==> config.mk <==
export PLATFORM = sky130hd
export DESIGN_NAME = wb_stage
export DESIGN_NICKNAME = d
export VERILOG_FILES = /design/src/rtl/pl_pkg.sv /design/src/rtl/regfile_2r1w.sv /design/src/rtl/wb_stage.sv
export SDC_FILE = /design/constraint.sdc
export NUM_CORES = 1
export LEC_CHECK = 0
export CORE_AREA = 2 2 177 179
export DETAILED_ROUTE_END_ITERATION = 7
export DIE_AREA = 0 0 179 181
export PLACE_DENSITY = 0.75
export SYNTH_ARGS = -nofsm -noshare
export SYNTH_HDL_FRONTEND = slang
export SYNTH_HIERARCHICAL = 1
export SYNTH_SLANG_ARGS = --single-unit
export TNS_END_PERCENT = 1
==> constraint.sdc <==
create_clock -name clk -period 3.3 [get_ports clk]
set_input_delay 0.33 -clock clk [delete_from_list [all_inputs] [get_ports clk]]
set_output_delay 0.33 -clock clk [all_outputs]
set_load 0.005 [all_outputs]
==> src/rtl/pl_pkg.sv <==
// Shared pipeline constants and types for the writeback stage.
package pl_pkg;

  localparam int DATA_W     = 16;
  localparam int NREG       = 16;
  localparam int REG_AW     = $clog2(NREG);
  localparam int MEM_TO_CYC = 15;

  localparam logic [3:0] OPC_NOP = 4'h0;

  localparam logic RF_SEL_EXU = 1'b0;
  localparam logic RF_SEL_MEM = 1'b1;

  typedef enum logic {
    IDLE     = 1'b0,
    WAIT_MEM = 1'b1
  } wb_state_t;

endpackage

==> src/rtl/regfile_2r1w.sv <==
// NREG x DATA_W register file: one synchronous write port and two combinational
// read ports. R0 always reads as zero, and a same-cycle write is bypassed to the reads.
module regfile_2r1w
  import pl_pkg::*;
(
  input  logic              clk,
  input  logic              rst_n,
  input  logic              wr_en,
  input  logic [REG_AW-1:0] wr_addr,
  input  logic [DATA_W-1:0] wr_data,
  input  logic [REG_AW-1:0] rs1_addr,
  input  logic [REG_AW-1:0] rs2_addr,
  output logic [DATA_W-1:0] rs1_data,
  output logic [DATA_W-1:0] rs2_data
);

  logic [DATA_W-1:0] regs [NREG];

  always_ff @(posedge clk) begin
    if (!rst_n) begin
      for (int i = 0; i < NREG; i++) regs[i] <= '0;
    end else if (wr_en && (wr_addr != '0)) begin
      regs[wr_addr] <= wr_data;
    end
  end

  always_comb begin
    rs1_data = regs[rs1_addr];
    if (rs1_addr == '0)                        rs1_data = '0;
    else if (wr_en && (wr_addr == rs1_addr))   rs1_data = wr_data;

    rs2_data = regs[rs2_addr];
    if (rs2_addr == '0)                        rs2_data = '0;
    else if (wr_en && (wr_addr == rs2_addr))   rs2_data = wr_data;
  end

endmodule

==> src/rtl/wb_stage.sv <==
// Writeback stage: commits ALU/load results, waits (bounded) for late load data.
// Optional retired-instruction counter enabled by defining WB_RETIRE_CNT_EN.
//
// state    | meaning
// IDLE     | EX/WB instruction processed this cycle
// WAIT_MEM | load pending on mem_rvalid; upstream held, EX/WB inputs ignored
module wb_stage
  import pl_pkg::*;
(
  input  logic              clk,
  input  logic              rst_n,
  input  logic [3:0]        opcode_wb,
  input  logic [REG_AW-1:0] rd_wb,
  input  logic [DATA_W-1:0] exu_data_wb,
  input  logic              rf_wr_wb,
  input  logic              rf_wr_sel_wb,
  input  logic [DATA_W-1:0] mem_rdata,
  input  logic              mem_rvalid,
  input  logic [REG_AW-1:0] rs1_addr,
  input  logic [REG_AW-1:0] rs2_addr,
  output logic [DATA_W-1:0] rs1_data,
  output logic [DATA_W-1:0] rs2_data,
  output logic              wb_stall,
  output logic              wb_wr_en,
  output logic [REG_AW-1:0] wb_wr_addr,
  output logic [DATA_W-1:0] wb_wr_data,
  output logic              wb_err
`ifdef WB_RETIRE_CNT_EN
  ,
  output logic [31:0]       retire_cnt
`endif
);

  localparam int CNT_W = $clog2(MEM_TO_CYC + 1);
  // The IDLE cycle that detects the miss is the first stall cycle, so the
  // timeout fires one count early to keep total stall at MEM_TO_CYC cycles.
  localparam logic [CNT_W-1:0] CNT_LAST = CNT_W'(MEM_TO_CYC - 1);

  wb_state_t         state, state_nxt;
  logic [CNT_W-1:0]  wait_cnt, wait_cnt_nxt;
  logic [REG_AW-1:0] rd_lat, rd_lat_nxt;
  logic              wr_req, stall, err_set;

  always_comb begin
    state_nxt    = state;
    wait_cnt_nxt = wait_cnt;
    rd_lat_nxt   = rd_lat;
    wr_req       = 1'b0;
    stall        = 1'b0;
    err_set      = 1'b0;
    wb_wr_addr   = rd_wb;
    wb_wr_data   = exu_data_wb;

    unique case (state)
      IDLE: begin
        if ((opcode_wb != OPC_NOP) && rf_wr_wb) begin
          if (rf_wr_sel_wb == RF_SEL_MEM) begin
            wb_wr_data = mem_rdata;
            if (mem_rvalid) begin
              wr_req = 1'b1;
            end else begin
              stall        = 1'b1;
              state_nxt    = WAIT_MEM;
              wait_cnt_nxt = '0;
              rd_lat_nxt   = rd_wb;
            end
          end else begin
            wr_req = 1'b1;
          end
        end
      end
      WAIT_MEM: begin
        wb_wr_addr = rd_lat;
        wb_wr_data = mem_rdata;
        if (mem_rvalid) begin
          wr_req    = 1'b1;
          state_nxt = IDLE;
        end else if (wait_cnt == CNT_LAST) begin
          err_set   = 1'b1;
          state_nxt = IDLE;
        end else begin
          stall        = 1'b1;
          wait_cnt_nxt = wait_cnt + 1'b1;
        end
      end
      default: state_nxt = IDLE;
    endcase

    wb_stall = stall && rst_n;
    wb_wr_en = wr_req && rst_n && (wb_wr_addr != '0);
  end

  always_ff @(posedge clk) begin
    if (!rst_n) begin
      state    <= IDLE;
      wait_cnt <= '0;
      rd_lat   <= '0;
      wb_err   <= 1'b0;
    end else begin
      state    <= state_nxt;
      wait_cnt <= wait_cnt_nxt;
      rd_lat   <= rd_lat_nxt;
      if (err_set) wb_err <= 1'b1;
    end
  end

`ifdef WB_RETIRE_CNT_EN
  // In WAIT_MEM a non-stalled cycle is always an exit (data or timeout).
  always_ff @(posedge clk) begin
    if (!rst_n) begin
      retire_cnt <= '0;
    end else if (!stall && ((state == WAIT_MEM) || (opcode_wb != OPC_NOP))) begin
      retire_cnt <= retire_cnt + 32'd1;
    end
  end
`endif

  regfile_2r1w u_regfile (
    .clk      (clk),
    .rst_n    (rst_n),
    .wr_en    (wb_wr_en),
    .wr_addr  (wb_wr_addr),
    .wr_data  (wb_wr_data),
    .rs1_addr (rs1_addr),
    .rs2_addr (rs2_addr),
    .rs1_data (rs1_data),
    .rs2_data (rs2_data)
  );

endmodule

After elaboration in Yosys (flattened, before gate mapping). Memories as Yosys holds them, arrays and structs flattened. Cells that the tools add are included.

Bits in registers: 10. Bits in writable memories: 256. Input port bits: 53. Output and inout bits: 55. Memories kept: 1.

Memory list: u_regfile.regs (words 16, width 16, rd ports 2, clocked after Yosys merged registers in 0, write ports 16, line regfile_2r1w.sv:17) `logic [DATA_W-1:0] regs [NREG];`.

Add/sub/neg operators: 1. Equal/unequal tests: 8. Mux-type cells: 34. Bitwise gates (word level): 2. Reductions and logical operators: 14.

Operator list (count): 16-bit two-way mux (7); 16-bit case mux with 2 select lines (1); 4-bit two-way mux (7); 1-bit two-way mux (16); 16-bit OR reduction (1); 2-bit inequality test (second input constant) (5); 4-bit equality test (2); 4-bit logical NOT (2); 4-bit case mux with 2 select lines (1); 4-bit nonzero test (2); 1-bit logical AND (7); 5-bit AND reduction (1); 4-bit by 1-bit adder with 4-bit output (second input constant) (1); 4-bit equality test (second input constant) (1); 1-bit case mux with 2 select lines (2); 4-bit AND reduction (1); 1-bit inverter (2).

Depth between registers and ports, before layout. Gate-level depths: netlist of the first run.

Depth in word-level cells: 12. Mapped depth: 10.

Hierarchy. Netlist of the first run, hierarchy kept.

By module, submodules not included: regfile_2r1w (times used 1, cells an instance 1048, area each 14123.5 µm²); wb_stage (times used 1, cells an instance 88, area each 855.8 µm²).

Worst setup path before layout of the first run. Ideal clock, no wire load.

Kind: register to register. Start: register state. End: memory u_regfile.regs[2][0], enable pin. Arrival: 3.057 ns. Setup slack: -0.168 ns. Cell stages (with the launch flop): 9. Path buffers: 2. Clock period less this slack: 3.468 ns. Path through: dfxtp_1 > clkbuf_1 > mux2_2 > nor2_1 > a21oi_1 > clkbuf_2 > nand2_1 > or3_1 > o21ai_0.

RTL lines: start: declaration (line wb_stage.sv:39) `wb_state_t state, state_nxt;`; start signal: assignment (line wb_stage.sv:100) `state <= state_nxt;`; end: declaration (line regfile_2r1w.sv:17).

Worst setup path in the final report of the first run.
Start: input port opcode_wb[3]. End: output port rs2_data[14].

Word-level cells in the longest chain between the ends: 9. Elaborated cells between the ends (all ways): 11. Classes of those cells: 6 x mux; 5 x reduce/logical.

RTL lines: start: declaration (line wb_stage.sv:12) `input logic [3:0] opcode_wb,`; 4-bit nonzero test (*) (line wb_stage.sv:56) `if ((opcode_wb != OPC_NOP) && rf_wr_wb) begin`; 1-bit logical AND (*) (line wb_stage.sv:56); 1-bit two-way mux (line wb_stage.sv:56); 1-bit case mux with 2 select lines (line wb_stage.sv:54) `unique case (state)`; 1-bit logical AND (2 in a row) (line wb_stage.sv:90) `wb_wr_en = wr_req && rst_n && (wb_wr_addr != '0);`; 1-bit logical AND (line regfile_2r1w.sv:34) `else if (wr_en && (wr_addr == rs2_addr)) rs2_data = wr_data;`; 16-bit two-way mux (*) (line regfile_2r1w.sv:34); 16-bit two-way mux (*) (line regfile_2r1w.sv:33) `if (rs2_addr == '0) rs2_data = '0;`; end: declaration (line wb_stage.sv:22) `output logic [DATA_W-1:0] rs2_data,`.

Every way passes the cells marked *; elsewhere a longest branch is shown, timed or not.

==> results of run 1 <==
## flip-flops by register name, summed over array words and instances (netlist names)
signal,cells
u_regfile/regs,256
wb_err,1
wait_cnt,4
rd_lat,4
state,1
## worst min path at each step
stage | start | end | slack, ps | cells after the start
3_3_place_gp | wb_err | wb_err | 450 | 2
5_1_grt | rd_wb[2] | rd_lat[2] | 430 | 3
4_1_cts | rd_wb[2] | rd_lat[2] | 400 | 3
2_1_floorplan | rd_lat[2] | rd_lat[2] | 440 | 2
6_report | rd_wb[2] | rd_lat[2] | 420 | 3
3_5_place_dp | wb_err | wb_err | 460 | 2
## logic make-up (layout without fill, tap and decap cells)
family | after synthesis | count (layout)
fa+ha+maj | 2 | 2
compound gates | 193 | 193
xor+xnor | 8 | 8
buf+inv | 111 | 273
other cells | 1 | 16
mux | 214 | 214
simple gates | 341 | 341
flops | 266 | 266
## cell usage in the layout (no fill, tap or decap), drive strengths merged, types with 4 or more instances in the layout
| cell type | count |
|---|---|
| nand4 | 5 |
| a21oi | 10 |
| mux4 | 64 |
| o21ai | 12 |
| nand2 | 10 |
| o22ai | 66 |
| dfxtp | 10 |
| clkinv | 10 |
| conb | 16 |
| xnor2 | 8 |
| nand3 | 34 |
| nand2b | 7 |
| dlygate4sd2 | 11 |
| or2 | 5 |
| and2 | 242 |
| mux2 | 22 |
| a211oi | 32 |
| dlymetal6s2s | 11 |
| clkbuf | 40 |
| buf | 115 |
| o31ai | 36 |
| mux2i | 128 |
| or3b | 4 |
| clkdlybuf4s50 | 79 |
| nor2 | 17 |
| inv | 5 |
| edfxtp | 256 |
| a31oi | 30 |
| nor3 | 4 |
## layout make-up
| cell class | count | area [µm²] | share of cell area (%) |
|---|---|---|---|
| clock inverters | 12 | 60.1 | 0.335 |
| repair buffers | 217 | 2040 | 11.4 |
| multi-input cells | 774 | 6610 | 36.9 |
| well taps | 396 | 495 | 2.77 |
| inverters | 5 | 18.8 | 0.105 |
| clock buffers | 39 | 783 | 4.37 |
| flip-flops and latches | 266 | 7890 | 44.1 |
## cells in the mapped netlist (4+ instances only)
cell | instances | area (µm²)
a211oi_1 | 32 | 240
nand3_1 | 32 | 160
nand4_1 | 5 | 31.3
a21oi_1 | 9 | 45.0
dfxtp_1 | 10 | 200
edfxtp_1 | 256 | 7690
nand2b_1 | 7 | 43.8
or2_1 | 4 | 25.0
o31ai_1 | 36 | 270
and2_1 | 242 | 1510
mux2i_1 | 128 | 1280
buf_4 | 11 | 82.6
nand2_1 | 10 | 37.5
clkbuf_2 | 6 | 30.0
clkbuf_1 | 49 | 184
o21ai_0 | 12 | 60.1
inv_1 | 5 | 18.8
buf_2 | 24 | 120
mux4_2 | 64 | 1440
nor2_1 | 17 | 63.8
o22ai_1 | 66 | 413
mux2_4 | 10 | 150
xnor2_1 | 8 | 70.1
mux2_2 | 12 | 135
or3b_1 | 4 | 35.0
buf_6 | 12 | 135
a31oi_1 | 30 | 188
## routing by layer
| metal | GRT usage [%] | vias up |
|---|---|---|
| met5 | 0 | - |
| li1 | - | 4680 |
| met1 | 37.4 | 5292 |
| met3 | 4.55 | 81 |
| met4 | 8.23 | 0 |
| met2 | 43.5 | 563 |
## power groups by stage
stage | Combinational (mW) | Clock, mW | Sequential (mW)
3_5_place_dp | 1.25 | 0 | 3.98
6_report | 1.28 | 2.91 | 3.91
3_3_place_gp | 1.24 | 0 | 3.97
5_1_grt | 1.34 | 3.06 | 3.93
2_1_floorplan | 0.672 | 0 | 3.96
4_1_cts | 1.25 | 2.93 | 3.91
## repair_timing
item / 4_1_cts / 5_1_grt
cloned: 0 / 1
pin swaps: 0 / 2
endpoints found under the setup margin: 32 / 22
hold endpoints to repair: 0 / 0
buffers inserted: 0 / 1
resized for setup: 18 / 23
## through the flow
stage / area (µm²) / util [%]
5_1_grt: 17900 / 59.0
3_3_place_gp: 16900 / 55.8
6_report: 17900 / 59.0
2_1_floorplan: 15000 / -
4_1_cts: 17800 / 58.6
3_5_place_dp: 16900 / 55.8
## critical path, stage by stage
cell and delay (ps):
clkdlybuf4s50_1 440, o41a_4 520, a21oi_4 150, buf_12 140, buf_12 130, mux2_4 360, o31ai_4 240, a31oi_1 60
buf_4 160, clkdlybuf4s50_1 440
==> key figures, run 1 <==
STA
  – Slew HR: 16.9%
  – Count of pins over their slew limit: 0
  – Fin. Hold Viols: 0
  – Worst Slack Setup Final: -26.5 ps
  – Unrepaired setup endpoints after global routing: yes
  – Setup violators final: 2
  – Final setup skew: 7.28 ps
  – TNS Setup: -32.7 ps
  – Fin crit period: 3330 ps
  – Maximum clock rate: 0.301 GHz
  – Tcrit/Tclk final: 101%
  – Worst-Margin Slew: between 1000 and 1500 ps
  – Worst Hold Slack: about 420 ps

Route
  – Met3 routed WL: 4.17 mm
  – Met2 wire length: 21.2 mm
  – Vias per inst: 6.21
  – DRT antenna net count: 0
  – DR iter-0 viols: 1356
  – WL met1: 17.2 mm
  – Vias: 10616
  – Top Metal Used: met4
  – DRC: 0
  – Wire length per cell: between 20 and 30 µm
  – Drt total wl: approximately 44 mm
  – Drt pass-1 iters: 5

Final layout
  – Net count, final: 1347
  – Layout area overhead: 19.5%
  – Share of cells above drive strength 1: 19.8%
  – Finished Layout Cells: 1709
  – # diodes: 0
  – Fillers: 2380

Die
  – Initial core utilization: 49.4%
  – Core area: about 30000 µm²
  – Width of the die: about 180 µm
  – Die footprint: about 32000 µm²
  – DIE HEIGHT: around 180 µm
  – Row cnt: 64
  – I/O pin count: around 110

Synth
  – Mapped Cells: 1136
  – Synth Area in XOR/XNOR: less than 1%
  – Synth Area in Adders: less than 1%
  – Post-synth EDFFs: ~260
  – Proportion of synthesized area in mux cells: 20.1%
  – Yosys warnings: 6
  – Post-synthesis compound-gate area fraction: 8.81%
  – Cell area after synthesis: 15000 µm²
  – Top FF cell, synth: edfxtp_1
  – Register area share after synthesis: between 50% and 60%
  – Netlist cell types: 49
  – Largest family of logic cells by synthesized area: multiplexers
  – Asr flop ratio synth: 0%
  – Seq cells post-synth: ~270
  – Avg Inst Size Synth: 13.2 µm²
  – Simple-gate portion of the synthesized area: 13.8%

Power and ir drop
  – Comb power frac: 15.8%
  – Net Sw Frac: between 20 and 30%
  – Register share of total power: 48.3%
  – Leakage: 6.83 nW
  – Overall Power: 8.10 mW
  – PD cells: about 450 nW/µm²
  – IR drop worst, VDD: 0.376 mV
  – Clock power frac: between 30 and 40%
  – Internal: 6.07 mW
  – NetSw: approximately 2.0 mW

CTS
  – Hold buffers post-CTS: 0
  – Htree depth: 1
  – CTS tree: done
  – Clock buffer depth: 3
  – Clock transition at path regs: 60 ps
  – CTS sink cnt: about 270
  – CTS root buffer: clkbuf_16
  – Clk_lat worst skew: 550 ps
  – CTS buffer count: 28

GRT
  – GR Overflow Total: 0
  – Vias in the first global route: between 10000 and 15000
  – First-pass GRT wire length: 64.8 mm
  – Initial antenna violation count: 0
  – GRT Total Usage: 27.0%
  – Largest net degree at the start of global routing: 38

Worst setup path
  – Critical path type: input pin to primary output
  – CP startpoint: opcode_wb[3]
  – Flop-to-flop setup slack: 270 ps
  – Worst setup EP type: primary output
  – R2R Path Start: state
  – WP data required: 2970 ps
  – Critical path launch point type: input pin
  – Crit Path Max Fanout: 6
  – FF-to-FF path depth: 9
  – Crit Reg-Reg Endpoint: u_regfile/regs[3][11]
  – CP Capture Point: rs2_data[14]
  – CP arrival: 3000 ps

Place
  – # port buffers: 107
  – Place WS: -76.9 ps
  – Post-DP HPWL: between 30 and 40 mm
  – Placed cells: 1656
  – Routability Congestion: 0.905

Min path
  – Worst min-delay path category: input pin to flip-flop

Run status
  – Violated checks: setup timing
  – Outcome: complete, but fails checks

Flow run
  – Max cap viols: 0
Note: power is estimated with default switching activity, not from simulation.
==> run 2: changes to the inputs <==
--- a/config.mk
+++ b/config.mk
@@ -9,6 +9,9 @@
 export DETAILED_ROUTE_END_ITERATION = 7
 export DIE_AREA = 0 0 179 181
 export PLACE_DENSITY = 0.75
+export REMOVE_ABC_BUFFERS = 1
+export SKIP_LAST_GASP = 1
+export SLEW_MARGIN = 20
 export SYNTH_ARGS = -nofsm -noshare
 export SYNTH_HDL_FRONTEND = slang
 export SYNTH_HIERARCHICAL = 1
==> run 2 against run 1 <==
Effect of this change:
- the run still ends with setup timing left
- register-to-register slack improved by 230 ps
- via count increased by 5.5%
- die area is the same
- global-route usage is 3.4 points higher
- count of clock-buffer cells in the layout is 4 lower
- clock power rose by 11%
- utilization rose by 0.92 points
- sequential power barely moved
- clock skew is 4.4 ps higher
- cell area up 1.6%
- combinational power is 9% higher
- highest routed layer unchanged
- first-iteration DRC count rose by 24%
==> key figures, run 2 (same netlist as run 1, synthesis figures left out) <==
STA
  – Fin crit period: 3410 ps (+87.7 ps)
  – Final setup skew: 11.7 ps (+4.38 ps)
  – Setup violators final: 27 (+25)
  – Worst Slack Setup Final: -114 ps (-87.7 ps)
  – Fin. Hold Viols: 0 (unchanged)
  – Worst-Margin Slew: 1070 ps (-174 ps)
  – Tcrit/Tclk final: 103% (+2.7 points)
  – Unrepaired setup endpoints after global routing: yes
  – Maximum clock rate: 0.293 GHz (-2.6%)
  – Count of pins over their slew limit: 0 (unchanged)
  – Slew HR: 28.4% (+11 points)

Power and ir drop
  – IR drop worst, VDD: 0.416 mV (+10%)
  – Leakage: 6.82 nW (-0.16%)
  – Overall Power: 8.55 mW (+5.6%)
  – PD cells: 470 nW/µm² (+3.9%)

CTS
  – Clk_lat worst skew: 550 ps (about the same)
  – Htree depth: 1 (unchanged)
  – Clock buffer depth: 3 (unchanged)
  – CTS tree: done
  – CTS sink cnt: 266 (unchanged)
  – CTS buffer count: 29 (+3.6%)
  – Postcts setup bufs: 0 (unchanged)
  – CTS root buffer: clkbuf_16
  – Hold buffers post-CTS: 0 (unchanged)
  – Clock transition at path regs: 60 ps (about the same)

Route
  – Drt total wl: 49.5 mm (+13%)
  – Vias per inst: 6.46 (+4.1%)
  – DRT antenna net count: 0 (unchanged)
  – Wire length per cell: 28.6 µm (+11%)
  – Vias: 11195 (+5.5%)
  – DR iter-0 viols: 1677 (+24%)
  – Drt pass-1 iters: 5 (unchanged)
  – DRC: 0 (unchanged)

Worst setup path
  – Worst setup EP type: primary output
  – Buf/Inv on CP: 3 (-2)
  – Crit Path Max Fanout: 10 (+4)
  – CP arrival: 3080 ps (+80 ps)
  – Critical Path Slowest Stage Cell: clkdlybuf4s50_1
  – Crit Reg-Reg Endpoint: u_regfile/regs[12][1]
  – Critical path launch point type: flip-flop
  – Critical path type: flip-flop to primary output
  – Crit path largest cell delay: 540 ps (+20 ps)
  – CP dominant cell by count: buf_4
  – Delay-heaviest family, CP: buffers and inverters
  – Flop-to-flop setup slack: 500 ps (+230 ps)
  – Critical path cell sequence: mux2_2 -> buf_4 -> xnor2_1 -> nand3_2 -> or2_1 -> buf_4 -> a31oi_4 -> clkdlybuf4s50_1
  – FF-to-FF path depth: 8 (-1)
  – R2R Path Start: state
  – WP data required: 2970 ps (about the same)

Die
  – DIE HEIGHT: 181 µm (unchanged)
  – I/O pin count: 108 (unchanged)
  – Die footprint: 32400 µm² (unchanged)
  – Row cnt: 64 (unchanged)
  – Core area: 30300 µm² (unchanged)
  – Initial core utilization: 49.4% (unchanged)
  – Width of the die: 179 µm (unchanged)

Place
  – Placed cells: 1678 (+1.3%)
  – Post-DP HPWL: 34.7 mm (+13%)
  – Routability Congestion: 0.991 (+9.6%)
  – # port buffers: 107 (unchanged)

Final layout
  – Top flop regs: u_regfile/regs: 256 flops, rd_lat: 4 flops, wait_cnt: 4 flops
  – Net count, final: 1368 (+1.6%)
  – Largest register FFs: 256 (unchanged)
  – Commonest cells after routing, fill and taps aside: edfxtp_1, and2_1, mux2i_1
  – Biggest register: u_regfile/regs
  – Commonest non-fill, non-tap cell in the layout: edfxtp_1
  – Finished Layout Cells: 1732 (+1.3%)
  – Layout area overhead: 21.4%
  – Share of cells above drive strength 1: 21.9% (+2.1 points)

Min path
  – Worst min-delay path category: input pin to flip-flop
  – Hold Path Stages: 3 (unchanged)
  – Worst Min Path Start: rd_wb[1]
  – Worst Hold End: rd_lat[1]

Run status
  – Outcome: complete, but fails checks
  – Violated checks: setup timing

GRT
  – First-pass GRT wire length: 71.2 mm (+10%)
  – GR Overflow Total: 0 (unchanged)
  – Vias in the first global route: 11066 (+5.1%)
  – Largest net degree at the start of global routing: 38 (unchanged)
  – Met3 usage: 5.66% (+1.1 points)
  – Met1 Use GR: 39.6% (+2.2 points)
  – Initial antenna violation count: 1 (+1)
  – M2 GR Usage: 49.5% (+6.0 points)
  – Gr busiest metal: met2
  – GRT Total Usage: 30.4% (+3.4 points)

Flow run
  – Max cap viols: 0 (unchanged)
==> run 2: area by class of cell <==
type,count,area [µm²]
Antenna cell,1,2.50
Sequential cell,266,7890
Tap cell,396,495
Multi-Input combinational cell,774,6670
Timing Repair Buffer,237,2170
Inverter,5,18.8
Clock buffer,35,748
Fill cell,2323,12200
Clock inverter,18,193
==> run 2: worst register-to-register path, cell delays in order (launching register included) <==
cell	delay [ps]
dfxtp_4	390
mux2_2	240
nor2_1	50
a21oi_1	180
buf_4	190
nand4_1	130
nor3_2	820
nand2b_1	200
buf_4	280
==> run 2: how the worst max path moves through the flow <==
| stage | from | to | slack (ps) | depth (start not counted) |
|---|---|---|---|---|
| 6_report | state | rs2_data[5] | -110 | 8 |
| 5_1_grt | opcode_wb[3] | rs1_data[0] | -170 | 9 |
| 4_1_cts | state | rs2_data[5] | -80 | 8 |
| 3_5_place_dp | opcode_wb[3] | rs2_data[5] | -120 | 10 |
| 3_3_place_gp | opcode_wb[3] | rs1_data[11] | -90 | 11 |
| 2_1_floorplan | state | u_regfile/regs[3][0] | -60 | 6 |
==> run 2: routing by layer <==
layer	share of wire (%)	vias to the layer above
met1	36	5495
li1	-	4726
met2	48	825
met4	5.3	0
met3	11	149
met5	0	-
==> run 2: report_power, final <==
part	total [mW]	leakage (nW)	internal (mW)	switching, mW
logic	1.40	3.69	0.627	0.768
registers	3.92	2.67	3.84	0.0755
clock network	3.24	0.459	1.92	1.32
total	8.55	6.82	6.39	2.17
==> run 2: repair_timing <==
| item | in CTS | in global routing |
|---|---|---|
| endpoints found under the hold margin | 0 | 0 |
| resized for setup | 18 | 3 |
| setup endpoints to repair | 32 | 32 |
==> run 2: stage by stage <==
step                hold WS [ps]  cell area [µm²]  utilization [%]  setup TNS, ps  setup WS [ps]
floorplan                    445            14500                -          -2690          -60.0
global placement             461            17100             56.4           -547          -91.4
detailed placement           467            17100             56.4          -1370           -116
CTS                          411            18200             59.8           -823          -79.8
global route                 448            18200             59.9          -3340           -169
finish                       424            18200             59.9          -1380           -114
